[src/rtl/machine_mode_types_1_12_pkg.sv]
// Shared types and CSR address constants for the hardware performance
// monitor (mhpmcounter/mhpmevent family, privileged spec 1.12).
package machine_mode_types_1_12_pkg;

  localparam logic [11:0] MHPMCOUNTER_BASE  = 12'hB03;
  localparam logic [11:0] MHPMCOUNTERH_BASE = 12'hB83;
  localparam logic [11:0] MHPMEVENT_BASE    = 12'h323;
  localparam logic [11:0] HPMCOUNTER_BASE   = 12'hC03;
  localparam logic [11:0] HPMCOUNTERH_BASE  = 12'hC83;

  // User-level read-only counter window; any write op here is illegal.
  localparam logic [11:0] UCNT_LO = 12'hC03;
  localparam logic [11:0] UCNT_HI = 12'hC9F;

  localparam logic [1:0] PRIV_U = 2'b00;
  localparam logic [1:0] PRIV_M = 2'b11;

  typedef struct packed {
    logic        of;
    logic [22:0] reserved;
    logic [7:0]  sel;
  } mhpmevent_t;

endpackage

[src/rtl/priv_1_12_hpm_counter.sv]
// One hardware performance counter plus its mhpmevent register.
// Overflow (sticky OF in mhpmevent[31]) is built only with HPM_OVERFLOW_IRQ_EN.
module priv_1_12_hpm_counter
  import machine_mode_types_1_12_pkg::*;
#(
  parameter int COUNTER_WIDTH = 40,
  parameter int NUM_EVENTS    = 8
) (
  input  logic                  i_clk,
  input  logic                  i_rst_n,
  input  logic [NUM_EVENTS-1:0] i_event,
  input  logic                  i_inhibit,
  input  logic                  i_wr_lo,
  input  logic                  i_wr_hi,
  input  logic                  i_wr_evt,
  input  logic [31:0]           i_wdata,
  output logic [63:0]           o_cnt,
  output logic [31:0]           o_evt,
  output logic                  o_of_next
);

  logic [COUNTER_WIDTH-1:0] r_cnt;
  logic [7:0]               r_sel;
  logic                     w_hit;
  logic                     w_inc;
  logic                     w_wrap;
  logic                     w_of;
  mhpmevent_t               w_evt;
  logic                     w_unused;

  // Event select: selector k picks event k-1; 0 or out-of-range counts nothing.
  always_comb begin
    w_hit = 1'b0;
    for (int k = 0; k < NUM_EVENTS; k++)
      if (r_sel == 8'(k + 1)) w_hit = i_event[k];
  end

  // A CSR write to either half suppresses the increment for that cycle.
  assign w_inc  = w_hit & ~i_inhibit & ~i_wr_lo & ~i_wr_hi;
  assign w_wrap = w_inc & (&r_cnt);

  // Counter: write wins over increment; the untouched half keeps its value.
  always_ff @(posedge i_clk or negedge i_rst_n) begin
    if (!i_rst_n)     r_cnt <= '0;
    else if (i_wr_lo) r_cnt[31:0] <= i_wdata;
    else if (i_wr_hi) r_cnt[COUNTER_WIDTH-1:32] <= i_wdata[COUNTER_WIDTH-33:0];
    else if (w_inc)   r_cnt <= r_cnt + {{(COUNTER_WIDTH-1){1'b0}}, 1'b1};
  end

  // Event selector register.
  always_ff @(posedge i_clk or negedge i_rst_n) begin
    if (!i_rst_n)      r_sel <= '0;
    else if (i_wr_evt) r_sel <= i_wdata[7:0];
  end

`ifdef HPM_OVERFLOW_IRQ_EN
  logic r_of;
  // A wrap in the same cycle as a clearing write keeps OF set.
  assign w_of = w_wrap | (i_wr_evt ? i_wdata[31] : r_of);

  // Sticky overflow flag.
  always_ff @(posedge i_clk or negedge i_rst_n) begin
    if (!i_rst_n) r_of <= 1'b0;
    else          r_of <= w_of;
  end

  assign w_evt.of = r_of;
`else
  assign w_of     = 1'b0;
  assign w_evt.of = 1'b0;
`endif

  assign w_evt.reserved = '0;
  assign w_evt.sel      = r_sel;

  assign o_evt     = w_evt;
  assign o_cnt     = 64'(r_cnt);
  assign o_of_next = w_of;

  assign w_unused = ^{i_wdata, w_wrap};

endmodule

[src/rtl/priv_1_12_hpm.sv]
// HPM CSR block: address decode, privilege checks, read mux and write
// operand formation around NUM_COUNTERS priv_1_12_hpm_counter instances.
// Optional overflow interrupt support: HPM_OVERFLOW_IRQ_EN.
module priv_1_12_hpm
  import machine_mode_types_1_12_pkg::*;
#(
  parameter int NUM_COUNTERS  = 4,
  parameter int COUNTER_WIDTH = 40,
  parameter int NUM_EVENTS    = 8
) (
  input  logic                  CLK,
  input  logic                  nRST,
  input  logic [11:0]           csr_addr,
  input  logic                  csr_write,
  input  logic                  csr_set,
  input  logic                  csr_clear,
  input  logic                  valid_write,
  input  logic [31:0]           new_csr_val,
  input  logic [1:0]            curr_priv,
  input  logic [31:0]           mcounteren,
  input  logic [31:0]           mcountinhibit,
  input  logic [NUM_EVENTS-1:0] event_pulse,
  output logic [31:0]           old_csr_val,
  output logic                  ack,
  output logic                  invalid_csr,
  output logic                  lcof_irq
);

  logic [NUM_COUNTERS-1:0]        w_hit_mc, w_hit_mch, w_hit_ev, w_hit_hc, w_hit_hch;
  logic [NUM_COUNTERS-1:0][63:0]  w_cnt;
  logic [NUM_COUNTERS-1:0][31:0]  w_evt;
  logic [NUM_COUNTERS-1:0]        w_of_next;
  logic                           w_m_hit, w_u_hit, w_u_denied;
  logic                           w_op, w_ucnt_rng, w_commit;
  logic [31:0]                    w_wdata;
  logic                           w_unused;

  // Per-counter address match for each CSR family.
  always_comb begin
    for (int i = 0; i < NUM_COUNTERS; i++) begin
      w_hit_mc[i]  = (csr_addr == MHPMCOUNTER_BASE  + 12'(i));
      w_hit_mch[i] = (csr_addr == MHPMCOUNTERH_BASE + 12'(i));
      w_hit_ev[i]  = (csr_addr == MHPMEVENT_BASE    + 12'(i));
      w_hit_hc[i]  = (csr_addr == HPMCOUNTER_BASE   + 12'(i));
      w_hit_hch[i] = (csr_addr == HPMCOUNTERH_BASE  + 12'(i));
    end
  end

  // Read mux; hit vectors are one-hot so OR-ing is safe.
  always_comb begin
    old_csr_val = '0;
    w_u_denied  = 1'b0;
    for (int i = 0; i < NUM_COUNTERS; i++) begin
      if (w_hit_mc[i] | w_hit_hc[i])   old_csr_val = old_csr_val | w_cnt[i][31:0];
      if (w_hit_mch[i] | w_hit_hch[i]) old_csr_val = old_csr_val | w_cnt[i][63:32];
      if (w_hit_ev[i])                 old_csr_val = old_csr_val | w_evt[i];
      if ((w_hit_hc[i] | w_hit_hch[i]) & ~mcounteren[3+i]) w_u_denied = 1'b1;
    end
  end

  assign w_m_hit    = |{w_hit_mc, w_hit_mch, w_hit_ev};
  assign w_u_hit    = |{w_hit_hc, w_hit_hch};
  assign ack        = w_m_hit | w_u_hit;
  assign w_op       = csr_write | csr_set | csr_clear;
  assign w_ucnt_rng = (csr_addr >= UCNT_LO) && (csr_addr <= UCNT_HI);

  assign invalid_csr = (w_m_hit && curr_priv != PRIV_M)
                     | (w_op && w_ucnt_rng)
                     | (curr_priv == PRIV_U && w_u_denied);

  assign w_wdata  = csr_write ? new_csr_val
                  : csr_set   ? (new_csr_val | old_csr_val)
                  :             (~new_csr_val & old_csr_val);
  assign w_commit = valid_write & w_op & ~invalid_csr;

  for (genvar g = 0; g < NUM_COUNTERS; g++) begin : g_cnt
    priv_1_12_hpm_counter #(
      .COUNTER_WIDTH (COUNTER_WIDTH),
      .NUM_EVENTS    (NUM_EVENTS)
    ) u_cnt (
      .i_clk     (CLK),
      .i_rst_n   (nRST),
      .i_event   (event_pulse),
      .i_inhibit (mcountinhibit[3+g]),
      .i_wr_lo   (w_commit & w_hit_mc[g]),
      .i_wr_hi   (w_commit & w_hit_mch[g]),
      .i_wr_evt  (w_commit & w_hit_ev[g]),
      .i_wdata   (w_wdata),
      .o_cnt     (w_cnt[g]),
      .o_evt     (w_evt[g]),
      .o_of_next (w_of_next[g])
    );
  end

`ifdef HPM_OVERFLOW_IRQ_EN
  logic r_lcof;
  // Interrupt tracks the OR of the OF bits, aligned with their update.
  always_ff @(posedge CLK or negedge nRST) begin
    if (!nRST) r_lcof <= 1'b0;
    else       r_lcof <= |w_of_next;
  end
  assign lcof_irq = r_lcof;
`else
  assign lcof_irq = 1'b0;
`endif

  assign w_unused = ^{mcounteren, mcountinhibit, w_of_next};

endmodule

[config.mk]
export PLATFORM = sky130hd
export DESIGN_NAME = priv_1_12_hpm
export DESIGN_NICKNAME = d
export VERILOG_FILES = /design/src/rtl/machine_mode_types_1_12_pkg.sv /design/src/rtl/priv_1_12_hpm_counter.sv /design/src/rtl/priv_1_12_hpm.sv
export SDC_FILE = /design/constraint.sdc
export NUM_CORES = 1
export LEC_CHECK = 0
export ABC_AREA = 0
export BUFFER_PORTS_ARGS = -buffer_cell sky130_fd_sc_hd__buf_2
export CORE_ASPECT_RATIO = 0.7
export CORE_MARGIN = 5
export CORE_UTILIZATION = 46
export CTS_CLUSTER_DIAMETER = 120
export CTS_CLUSTER_SIZE = 8
export DETAILED_ROUTE_END_ITERATION = 10
export PLACE_DENSITY = 0.64
export SLEW_MARGIN = 20
export SYNTH_ARGS = -nofsm -noshare
export SYNTH_HDL_FRONTEND = slang
export SYNTH_HIERARCHICAL = 1
export SYNTH_SLANG_ARGS = --single-unit
export TNS_END_PERCENT = 10
[constraint.sdc]
create_clock -name CLK -period 2.41 [get_ports CLK]
set_clock_uncertainty 0.1 [all_clocks]
set_input_delay 0.3615 -clock CLK [delete_from_list [all_inputs] [get_ports CLK]]
set_output_delay 0.3615 -clock CLK [all_outputs]
set_load 0.03 [all_outputs]
==> summary.txt, run 1 <==
Status -> finished with violations
Failing checks -> negative setup slack
Top-level port count -> 159
Drt total wl -> 89100 um
CTS Sinks -> 192
Root Driver -> clkbuf_16
Via density -> 6.32
Max Cap Viol -> 0
Die Y -> 179 um
Largest delay share family, worst path -> buffers and inverters
Initial antenna violation count -> 0
Drt first pass iters -> 8
Gpl congestion -> 1.09
Yosys Warn Count -> 6
Worst setup EP type -> output port
DR DRC count -> 0
Largest net degree at the start of global routing -> 79
CP arrival -> 2.21 ns
Worst-path clk slew -> 0.09 ns
Mapped cell area -> 0.0187 mm^2
LEAKAGE -> 10.6 nW
Slowest stage delay, CP -> 0.45 ns
Setup WS post-layout -> -0.266 ns
Bufs on Longest Clock Path -> 2
Syn avg cell area -> 8.44 um^2
Reg area -> 0.00482 mm^2
Met2 wire len -> 35200 um
Vias in the first global route -> 19200
Min-delay worst type -> primary input to async pin
Area of the multi-input gates -> 0.0139 mm^2
Via Count -> 20800
Post-layout minimum cycle time -> 2.68 ns
Worst Path Buf+Inv -> 7
Cells after DPL -> 3170
CP cell instances -> buf_8, buf_12, buf_12, or3b_4, buf_4, nor2_1, o21ai_1, buf_4, o211ai_1, buf_4, buf_6
Die Width -> 251 um
Count of pins over their slew limit -> 0
Clk Latency, worst-skew pair -> 0.49 ns
Diode count -> 0
First-pass GRT wire length -> 128000 um
Setup violators final -> 146
Cts bufs inserted -> 17
DR top layer -> met4
WP data required -> 1.95 ns
Relative slew slack -> 44.6%
Fillers -> 3273
Placed Instance Area -> 0.0228 mm^2
Syn Inst Count -> 2221
CTS H-Tree Depth -> 4
VDD IR max -> 0.548 mV
Met3 WL -> 12400 um
Final global-route overflow total -> 0
Slew @ Worst Pin -> 0.824 ns
P per Cell Area -> 399 mW/mm^2
Iteration-0 DRC Markers -> 3330
Worst Hold Slack -> 0.270 ns
GRT Overall Usage -> 38.0%
DRT antenna net count -> 0
Fmax -> 0.374 GHz
Finished layout cell area -> 0.0262 mm^2
CP startpoint kind -> primary input
Nets@finish -> 2876
Critical path class -> primary input to output port
Final Non-Filler Cells -> 3296
Std cell rows -> 61
Crit path top cell by count -> buf_4
Layout cells sized above 1 -> 39.1%
Core ar. -> 0.0400 mm^2
Final count of hold timing violations -> 0
Initial Util -> 46.9%
Tcrit/Tclk final -> 111%
Port bufs -> 101
Wirelength per Cell -> 27.0 um
Hpwl dp -> 66800 um
M1 wire length -> 36300 um
Die Area -> 0.0450 mm^2
Layout Utilization -> 65.6%
Slowest cell on the critical path -> or3b_4
Worst-path fanout max -> 5
CTS tree -> built
P&R area growth vs syn -> 40.0%
RSZ-0062 raised after global routing -> true
[path summary, 6_finish.rpt]
kind,from,to,slack (ns),cells after the start
setup / recovery,csr_addr[0],old_csr_val[0],-0.27,11
hold / removal,nRST,g_cnt[1].u_cnt/r_cnt[25],0.27,2
setup reg to reg,g_cnt[1].u_cnt/r_sel[5],g_cnt[1].u_cnt/r_cnt[22],-0.20,9
hold reg to reg,g_cnt[3].u_cnt/r_cnt[39],g_cnt[3].u_cnt/r_cnt[39],0.46,2
max in group asynchronous,nRST,g_cnt[0].u_cnt/r_cnt[32],1.07,3
min in group CLK,new_csr_val[23],g_cnt[2].u_cnt/r_cnt[23],0.30,5
[placed cells by master (no fill, tap or decap), types with 18 or more instances in the layout]
cell type  instances
nand3b_1          18
inv_1             38
xnor2_1           90
nor2_1            83
nand4_1           49
buf_2             57
a22o_1            36
o22a_1            23
nand3_1           78
o21ai_0          108
buf_6             93
xor2_1            20
o21ai_1           50
conb_1           193
mux2_2            60
o22ai_1           31
nor3_1            34
buf_12            49
a21oi_1           66
a21oi_2           20
a211oi_2          46
a22oi_1           67
a2111oi_4         44
mux2i_1           94
dfrtp_1          179
nand2_1          233
buf_4            455
and3_1            21
[where the power goes]
group	switching, mW	total (mW)	internal [mW]	leakage [nW]
registers	0.359	3.85	3.49	2.49
logic	1.93	3.32	1.40	7.76
clock network	1.74	3.31	1.57	0.318
total	4.02	10.5	6.45	10.6
[layout make-up]
cell class / instances / area share (%)
Inverter: 47 / 0.767
Tap cell: 535 / 2.55
Timing Repair Buffer: 670 / 22.8
Sequential cell: 192 / 18.4
Multi-Input combinational cell: 1820 / 53.0
Clock inverter: 15 / 0.887
Clock buffer: 17 / 1.62
[state kept, by name, indices dropped and copies added, names as in the netlist]
register           flops
g_cnt.u_cnt/r_cnt    160
g_cnt.u_cnt/r_sel     32
[per-stage QoR]
stage | total power [mW] | TNS (ns) | setup slack [ns]
finish | 10.5 | -12.48 | -0.266
global route | 10.8 | -19.75 | -0.281
CTS | 10.2 | -4.64 | -0.204
detailed placement | 6.70 | -128.03 | -0.755
global placement | 6.65 | -121.18 | -0.744
floorplan | 5.36 | -42.93 | -0.330
[routing by layer]
layer	vias up	global-route usage, %
met2	1461	52.3
li1	8980	-
met3	309	13.0
met1	10100	53.3
met4	0	17.4
met5	-	0
[worst register-to-register path: stages (launching register included)]
cell	delay [ns]
dfrtp_1	0.39
or4_4	0.58
a211oi_4	0.31
buf_6	0.16
nand2_8	0.09
buf_6	0.16
buf_4	0.16
a2111oi_4	0.31
xnor2_1	0.15
o21ai_0	0.09
[what timing repair did]
| action | 4_1_cts | 5_1_grt |
|---|---|---|
| pin swaps | 69 | 90 |
| hold buffers | 1 | 0 |
| resized for setup | 315 | 158 |
| setup endpoints to repair | 203 | 192 |
| endpoints found under the hold margin | 36 | 0 |
| cloned | 2 | 1 |
| buffers inserted | 54 | 48 |
Power figures use the tool's default switching activity.
==> run 2: changes to the inputs <==
--- a/config.mk
+++ b/config.mk
@@ -5,7 +5,7 @@
 export SDC_FILE = /design/constraint.sdc
 export NUM_CORES = 1
 export LEC_CHECK = 0
-export ABC_AREA = 0
+export ABC_AREA = 1
 export BUFFER_PORTS_ARGS = -buffer_cell sky130_fd_sc_hd__buf_2
 export CORE_ASPECT_RATIO = 0.7
 export CORE_MARGIN = 5
@@ -13,7 +13,7 @@
 export CTS_CLUSTER_DIAMETER = 120
 export CTS_CLUSTER_SIZE = 8
 export DETAILED_ROUTE_END_ITERATION = 10
-export PLACE_DENSITY = 0.64
+export PLACE_DENSITY = 0.63
 export SLEW_MARGIN = 20
 export SYNTH_ARGS = -nofsm -noshare
 export SYNTH_HDL_FRONTEND = slang
==> run 2 against run 1 <==
Compared with the run above: the run still ends with negative setup slack left; worst setup slack improved by 0.11 ns; hold slack improved by 0.059 ns; flip-flop and latch count unchanged; sequential share of layout area increased by 1.3 points; total power decreased by 29%; non-clock buffer count decreased by 310; design area decreased by 6.9%; global-route usage decreased by 4.3 points; critical path type unchanged.
==> summary.txt, run 2 <==
Status -> finished with violations
Failing checks -> negative setup slack
Final Non-Filler Cells -> 4441
Via density -> 5.15
Largest register FFs -> 160
Worst-path clk slew -> 0.09 ns
Diode count -> 0
Crit path from -> csr_addr[5]
Core ar. -> 0.0438 mm^2
Slew @ Worst Pin -> 0.513 ns
Fillers -> 4512
Min-delay worst type -> primary input to async pin
Layout cells sized above 1 -> 18.1%
Drt first pass iters -> 7
Cts bufs inserted -> 17
Max Cap Viol -> 0
Std cell rows -> 64
Cells after DPL -> 4372
DRT antenna net count -> 0
Fmax -> 0.389 GHz
Layout Utilization -> 55.8%
Yosys Warn Count -> 6
Die Width -> 262 um
Commonest non-fill, non-tap cell in the layout -> nand2_1
Pre-CTS setup slack -> -0.512 ns
RSZ-0062 raised after global routing -> true
WP data required -> 1.95 ns
Setup violators final -> 29
VDD IR max -> 0.455 mV
CP startpoint kind -> primary input
Vias in the first global route -> 19600
Port bufs -> 101
Tcrit/Tclk final -> 107%
Via Count -> 22900
Initial Util -> 46.7%
Worst Reg2Reg Path Length in Cells -> 10
Initial antenna violation count -> 1
Syn avg cell area -> 5.72 um^2
Bufs on Longest Clock Path -> 2
CTS H-Tree Depth -> 4
Relative slew slack -> 65.8%
Final global-route overflow total -> 0
RR Endpoint -> g_cnt[0].u_cnt/r_cnt[27]
Biggest regs -> g_cnt.u_cnt/r_cnt x160, g_cnt.u_cnt/r_sel x32
Largest net degree at the start of global routing -> 54
Nets@finish -> 3962
Critical path class -> primary input to output port
Worst-path fanout max -> 7
First-pass GRT wire length -> 125000 um
Reg2Reg Setup Slack -> 0.17 ns
CP arrival -> 2.11 ns
Root Driver -> clkbuf_16
Critical R2R Launch -> g_cnt[0].u_cnt/r_cnt[8]
DR DRC count -> 0
LEAKAGE -> 12.5 nW
CTS tree -> built
Worst Hold Slack -> 0.329 ns
Most frequent cells in the layout -> 1798 x nand2_1, 335 x nor2_1, 193 x conb_1
Post-layout minimum cycle time -> 2.57 ns
Total Power -> 7.47 mW
Top-level port count -> 159
Syn Inst Count -> 3573
Gpl congestion -> 1.02
P per Cell Area -> 306 mW/mm^2
Count of pins over their slew limit -> 0
Die Y -> 186 um
Final count of hold timing violations -> 0
Mapped cell area -> 0.0204 mm^2
Hpwl dp -> 64800 um
Drt total wl -> 84500 um
Iteration-0 DRC Markers -> 3087
GRT Overall Usage -> 33.6%
Wirelength per Cell -> 19.0 um
Setup WS post-layout -> -0.160 ns
Worst setup EP type -> output port
Register bank with the most flops -> g_cnt.u_cnt/r_cnt
Die Area -> 0.0488 mm^2
P&R area growth vs syn -> 19.5%
Clk Latency, worst-skew pair -> 0.47 ns
CTS Sinks -> 192
[run 2: how the worst max path moves through the flow]
stage,endpoint,slack [ns],depth (start not counted)
CTS,old_csr_val[6],-0.14,15
finish,old_csr_val[11],-0.16,15
floorplan,g_cnt[1].u_cnt/r_cnt[18],-0.03,17
global route,old_csr_val[1],-0.22,13
global placement,g_cnt[1].u_cnt/r_cnt[28],-0.51,18
detailed placement,g_cnt[1].u_cnt/r_cnt[7],-0.51,18
[run 2: worst max-delay path: stages]
cell and delay (ns):
buf_8 0.10, inv_4 0.05, nand2_4 0.07, nor2_4 0.11, buf_6 0.14, nand2_2 0.05, o21bai_4 0.18, buf_12 0.16
buf_12 0.14, buf_8 0.13, buf_6 0.12, o21ai_4 0.18, nor2_4 0.07, nand3b_4 0.08, buf_6 0.13
[run 2: power by group]
part           leakage (nW)  switching (mW)  internal, mW
clock network         0.297            1.53          1.57
registers              2.37           0.102          3.27
logic                  9.86           0.648         0.354
total                  12.5            2.28          5.19
[run 2: what timing repair did]
item                       4_1_cts  5_1_grt
setup endpoints to repair       53      208
pin swaps                       35       43
hold endpoints to repair        48        0
buffers inserted                21       24
hold buffers                     1        0
resized for setup              152      108
gates cloned                     2        0
[run 2: area by class of cell]
type | instances | area (um^2) | share of cell area [%]
Clock buffer | 17 | 425 | 1.74
Clock inverter | 15 | 176 | 0.722
Inverter | 220 | 848 | 3.47
Multi-Input combinational cell | 3043 | 13900 | 56.9
Sequential cell | 192 | 4800 | 19.7
Tap cell | 594 | 743 | 3.04
Timing Repair Buffer | 360 | 3530 | 14.4
[run 2: routing by layer]
layer / track usage, % / vias up / share of wire [%]
li1: - / 11200 / -
met1: 52.6 / 10400 / 45
met2: 46.0 / 1191 / 40
met3: 7.97 / 152 / 12
met4: 8.58 / 0 / 3.3
met5: 0 / - / 0
[run 2: stage by stage]
step           instance area (um^2)  TNS [ns]
5_1_grt                       24400     -4.56
6_report                      24400     -2.33
3_5_place_dp                  22600    -71.30
3_3_place_gp                  22600    -69.89
2_1_floorplan                 21200    -0.152
4_1_cts                       23900     -2.95
